[src/rtl/solar_sensor_sampler.sv]
// solar_sensor_sampler
// Sequences an external multiplexed 12-bit ADC through voltage (ch0),
// current (ch1) and temperature (ch2). It averages 2**AVG_LOG2 conversions
// per channel and presents registered voltage/current/temperature words
// together with a one-cycle per-frame strobe.
//
// Parameters:
//   DATA_W   - ADC sample and output word width
//   AVG_LOG2 - log2 of conversions averaged per channel (0 = no averaging)
//   SETTLE   - idle cycles after every adc_ch change before adc_start (>=1)
//   TIMEOUT  - max cycles waiting for adc_done after adc_start (>=1)
//
// Ports:
//   clk          in   system clock, rising edge
//   reset        in   asynchronous, active-high reset
//   enable       in   1 = run frames continuously, 0 = stop after current frame
//   clear_err    in   one-cycle pulse, clears adc_timeout
//   adc_ch       out  ADC mux select: 0 voltage, 1 current, 2 temperature
//   adc_start    out  one-cycle conversion request
//   adc_done     in   one-cycle pulse, adc_data valid this cycle
//   adc_data     in   conversion result
//   voltage      out  averaged voltage, registered
//   current      out  averaged current, registered
//   temperature  out  averaged temperature, registered
//   sample_valid out  one-cycle pulse when the outputs update
//   frame_count  out  completed frames, wraps 255 -> 0
//   adc_timeout  out  sticky error flag
//
// Optional feature macro: SAMPLER_TEMP_DECIMATE_EN
//   When defined, the temperature channel is converted only on frames where
//   frame_count[1:0] == 0; on other frames ch2 is skipped and temperature
//   keeps its previous value.

module solar_sensor_sampler #(
  parameter int DATA_W   = 12,
  parameter int AVG_LOG2 = 2,
  parameter int SETTLE   = 4,
  parameter int TIMEOUT  = 255
) (
  input  logic              clk,
  input  logic              reset,
  input  logic              enable,
  input  logic              clear_err,
  output logic [1:0]        adc_ch,
  output logic              adc_start,
  input  logic              adc_done,
  input  logic [DATA_W-1:0] adc_data,
  output logic [DATA_W-1:0] voltage,
  output logic [DATA_W-1:0] current,
  output logic [DATA_W-1:0] temperature,
  output logic              sample_valid,
  output logic [7:0]        frame_count,
  output logic              adc_timeout
);

  localparam int ACC_W = DATA_W + AVG_LOG2;
  localparam int NCONV = 1 << AVG_LOG2;
  localparam int CNT_W = AVG_LOG2 + 1;
  localparam int SET_W = $clog2(SETTLE + 1);
  localparam int TO_W  = $clog2(TIMEOUT + 1);

  typedef enum logic [2:0] {
    ST_IDLE,
    ST_SETTLE,
    ST_START,
    ST_WAIT,
    ST_ACCUM,
    ST_PUBLISH
  } state_t;

  state_t            state;
  logic [ACC_W-1:0]  acc;
  logic [CNT_W-1:0]  conv_cnt;
  logic [SET_W-1:0]  settle_cnt;
  logic [TO_W-1:0]   timeout_cnt;
  logic [DATA_W-1:0] hold_v;
  logic [DATA_W-1:0] hold_i;
  logic [DATA_W-1:0] hold_t;
  logic              skip_temp;

`ifdef SAMPLER_TEMP_DECIMATE_EN
  assign skip_temp = (frame_count[1:0] != 2'd0);
`else
  assign skip_temp = 1'b0;
`endif

  always_ff @(posedge clk or posedge reset) begin
    if (reset) begin
      state        <= ST_IDLE;
      adc_ch       <= 2'd0;
      adc_start    <= 1'b0;
      acc          <= '0;
      conv_cnt     <= '0;
      settle_cnt   <= '0;
      timeout_cnt  <= '0;
      hold_v       <= '0;
      hold_i       <= '0;
      hold_t       <= '0;
      voltage      <= '0;
      current      <= '0;
      temperature  <= '0;
      sample_valid <= 1'b0;
      frame_count  <= 8'd0;
      adc_timeout  <= 1'b0;
    end else begin
      sample_valid <= 1'b0;
      adc_start    <= 1'b0;
      // A timeout raised later in this block overrides a coincident clear.
      if (clear_err) begin
        adc_timeout <= 1'b0;
      end

      case (state)
        ST_IDLE: begin
          if (enable) begin
            adc_ch     <= 2'd0;
            settle_cnt <= '0;
            state      <= ST_SETTLE;
          end
        end

        ST_SETTLE: begin
          // adc_start is raised on entry to START so it is high for
          // exactly the one cycle spent in that state.
          if (settle_cnt == SET_W'(SETTLE - 1)) begin
            adc_start <= 1'b1;
            state     <= ST_START;
          end else begin
            settle_cnt <= settle_cnt + SET_W'(1);
          end
        end

        ST_START: begin
          // The request cycle itself is the first waited cycle.
          timeout_cnt <= TO_W'(1);
          state       <= ST_WAIT;
        end

        ST_WAIT: begin
          // adc_done is tested first so it wins over a coincident expiry.
          if (adc_done) begin
            acc      <= acc + ACC_W'(adc_data);
            conv_cnt <= conv_cnt + CNT_W'(1);
            state    <= ST_ACCUM;
          end else if (timeout_cnt >= TO_W'(TIMEOUT - 1)) begin
            adc_timeout <= 1'b1;
            acc         <= '0;
            conv_cnt    <= '0;
            adc_ch      <= 2'd0;
            state       <= ST_IDLE;
          end else begin
            timeout_cnt <= timeout_cnt + TO_W'(1);
          end
        end

        ST_ACCUM: begin
          if (conv_cnt != CNT_W'(NCONV)) begin
            adc_start <= 1'b1;
            state     <= ST_START;
          end else begin
            acc      <= '0;
            conv_cnt <= '0;
            // Dropping the low AVG_LOG2 bits is the truncating divide.
            case (adc_ch)
              2'd0:    hold_v <= acc[ACC_W-1:AVG_LOG2];
              2'd1:    hold_i <= acc[ACC_W-1:AVG_LOG2];
              default: hold_t <= acc[ACC_W-1:AVG_LOG2];
            endcase
            if (adc_ch == 2'd2 || (adc_ch == 2'd1 && skip_temp)) begin
              state <= ST_PUBLISH;
            end else begin
              adc_ch     <= adc_ch + 2'd1;
              settle_cnt <= '0;
              state      <= ST_SETTLE;
            end
          end
        end

        ST_PUBLISH: begin
          voltage      <= hold_v;
          current      <= hold_i;
          temperature  <= hold_t;
          sample_valid <= 1'b1;
          frame_count  <= frame_count + 8'd1;
          adc_ch       <= 2'd0;
          settle_cnt   <= '0;
          state        <= enable ? ST_SETTLE : ST_IDLE;
        end

        default: state <= ST_IDLE;
      endcase
    end
  end

endmodule
[config.mk]
export PLATFORM = sky130hd
export DESIGN_NAME = solar_sensor_sampler
export DESIGN_NICKNAME = d
export VERILOG_FILES = /design/src/rtl/solar_sensor_sampler.sv
export SDC_FILE = /design/constraint.sdc
export NUM_CORES = 1
export LEC_CHECK = 0
export ABC_CLOCK_PERIOD_IN_PS = 3800
export CORE_AREA = 2 2 150 152
export CTS_CLUSTER_SIZE = 16
export DETAILED_ROUTE_END_ITERATION = 8
export DIE_AREA = 0 0 152 154
export HOLD_SLACK_MARGIN = 0.15
export PLACE_DENSITY_LB_ADDON = 0.2
export SLEW_MARGIN = 10
export SYNTH_ARGS = -nofsm -noshare
export SYNTH_HDL_FRONTEND = slang
export SYNTH_SLANG_ARGS = --single-unit
[constraint.sdc]
create_clock -name clk -period 3.8 [get_ports clk]
set_clock_uncertainty 0.2 [all_clocks]
set_input_delay 0.38 -clock clk [delete_from_list [all_inputs] [get_ports clk]]
set_output_delay 0.38 -clock clk [all_outputs]
set_load 0.02 [all_outputs]
==> run metrics <==
Fin Setup TNS=0 ps; core area=21700 µm²; Worst setup SP type=flip-flop; Post-CTS Hold Buffers=0; worst reg-to-reg setup slack=1180 ps; cell-internal power=2.88 mW; GRT Util Overall=11.2%; min Tclk post-route=2620 ps; Psw=1.32 mW; post-synth top area share=54.3%; Post-synth EDFFs=0; DRC viols=0; syn nets=558; Worst EP arrival=2710 ps; Worst-path clk slew=60 ps; cell area after synthesis=5340 µm²; largest net degree at the start of global routing=74; count of cell types in the netlist=55; post-synthesis sequential area ratio=54.3%; Final Cycle Share=68.9%; worst r2r src=state[1]; H-tree levels=4; DIE AREA=23400 µm²; status=complete, no violations; Main synth FF type=dfrtp_1; Sw Ratio=31.4%; Die Wd=152 µm; I/O pins=66; Tightest Hold Check Type=input pin to async pin; vias=3889; number of diodes=0; vias in the first global route=3997; Peak VDD IR=252 µV; Crit Path Max Fanout=39; reg2reg path depth=7; IO buf count=65; Via density=4.42; setup slack at placement=829 ps; top cells by area, synth=dfrtp_1, nand2_1, mux2_2, ha_1, o21ai_0; Fill cells=2208; Post-synth ARST share=100%; Setup CP Type=flip-flop to flip-flop; Post-CTS Resized=0; number of max-cap violations=0; worst reg2reg endpoint=frame_count[7]; Power per Cell Area=608 nW/µm²; Sink Count=116; Total Wirelength=12.3 mm; Slew Limit Fails=0; ANT nets after route=0; area delta synth->final=29.4%; Starting DRT DRC Count=155; storage element area=2900 µm²; clk root buf=clkbuf_16; RSZ-0062 raised after global routing=false; worst-case clock buffer depth=2; Ys Warns=0; TritonCTS Buffers=17; Hold Vio Cnt, Final=0; clock power share=38.3%; Gate power share=23.1%; HPWL after DPL=8.69 mm; Starting Density=24.6%; #FFs+latches synth=116; LEAKAGE=3.31 nW; wire per inst=14.0 µm; part of the power in registers=38.6%; first-pass GRT wire length=20.9 mm; worst skew pair latency=410 ps; f_max=0.382 GHz; final setup fails=0; Critical Path Sink Type=flip-flop; Worst Max-Slew Pin Slew=611 ps; Site Rows=54; drt pass-1 iters=4; post-CTS setup buffers=0; layout cells sized above 1=13.7%; syn_area_per_cell=10.3 µm²; crit path setup slack, layout=1180 ps; Multi-input gate area=2300 µm²; Die H=154 µm; required time worst endpoint=3900 ps; CTS tree=done; Slew Limit Headroom=59.2%; Synth area leader=dfrtp_1; GR Overflow Total=0; Nets=628; routability cong.=0.795; Gate Count Post-Synth=518; antenna violations before repair=0
[registers in the layout, summed over array words and instances (netlist names), 2 cells and up]
register and count:
acc 14, adc_ch 2, conv_cnt 3, current 12, frame_count 8, hold_i 12, hold_t 12, hold_v 12
settle_cnt 3, state 3, temperature 12, timeout_cnt 8, voltage 12
[how the worst max path moves through the flow]
stage                 from        endpoint  slack, ps  cells after the start
3_5_place_dp   adc_data[0]         acc[12]        830                     10
6_report          state[1]  frame_count[7]       1180                      7
5_1_grt           state[1]  frame_count[6]        980                      7
2_1_floorplan        reset          acc[0]        150                      1
3_3_place_gp   adc_data[0]         acc[12]        850                     10
4_1_cts           state[1]  frame_count[7]       1150                      7
[cells in the mapped netlist, types with 3 or more instances]
master and n:
a21oi_1 11, a22o_1 4, a31oi_1 3, and3_1 7
buf_2 6, clkbuf_1 11, dfrtp_1 116, ha_1 22
inv_1 16, mux2_2 39, nand2_1 147, nand2b_1 3
nand3_1 5, nand4_1 7, nor2_1 30, nor2b_1 5
nor3_1 3, o21ai_0 23, xnor2_1 10, xor2_1 7
[per-stage QoR]
stage / util (%) / cells / total power [mW] / hold WS, ps / cell area, µm²
3_5_place_dp: 29.1 / 849 / 2.62 / 252 / 6310
4_1_cts: 31.9 / 879 / 4.25 / 192 / 6910
3_3_place_gp: 29.1 / 849 / 2.59 / 243 / 6310
6_report: 31.9 / 879 / 4.20 / 176 / 6910
2_1_floorplan: - / 518 / 2.29 / 233 / 5340
5_1_grt: 31.9 / 879 / 4.47 / 219 / 6910
[layout make-up]
| class | instances | share of cell area [%] |
|---|---|---|
| timing repair buffer | 69 | 10.0 |
| clock buffer | 21 | 6.81 |
| sequential | 116 | 42.0 |
| tap | 280 | 5.07 |
| inverter | 17 | 0.959 |
| multi-input combinational | 367 | 33.3 |
| clock inverter | 9 | 1.86 |
[worst max-delay path: stages (launching register included)]
cell,delay (ps)
dfrtp_1,540
nand2b_1,290
or2_1,230
buf_4,270
inv_2,400
and3_1,280
nand4_1,130
xnor2_1,150
[power by group through the flow]
| stage | sequential [mW] | clock [mW] | combinational [mW] |
|---|---|---|---|
| after floorplan | 1.56 | 0 | 0.734 |
| after global placement | 1.64 | 0 | 0.949 |
| after detailed placement | 1.64 | 0 | 0.975 |
| after CTS | 1.62 | 1.65 | 0.980 |
| after global routing | 1.65 | 1.71 | 1.10 |
| final | 1.62 | 1.61 | 0.971 |
[cells by family (layout without fill, tap and decap cells)]
group	Yosys count	count (layout)	share of synthesized area, %
flops	116	116	54.3
xor+xnor	17	17	2.79
fa+ha+maj	23	23	5.53
buf+inv	35	116	2.60
compound gates	68	68	8.31
simple gates	218	218	17.8
mux	41	41	8.59
[placed cells by master (no fill, tap or decap), drive strengths merged, types with 8 or more instances in the layout]
cell,Yosys,layout
o21ai,24,24
nand4,8,8
mux2,39,39
dfrtp,116,116
a21oi,12,12
clkbuf,11,21
ha,22,22
nor2,30,30
clkdlybuf4s50,0,65
inv,17,17
nand2,147,147
xnor2,10,10
[metal layers]
| layer | global-route usage, % | share of wire, % | vias to the layer above |
|---|---|---|---|
| met5 | 0 | 0 | - |
| met4 | 4.54 | 1.8 | 0 |
| met3 | 3.16 | 4.0 | 19 |
| met2 | 17.3 | 45 | 76 |
| met1 | 14.9 | 49 | 1898 |
| li1 | - | - | 1896 |
Power figures use the tool's default switching activity.
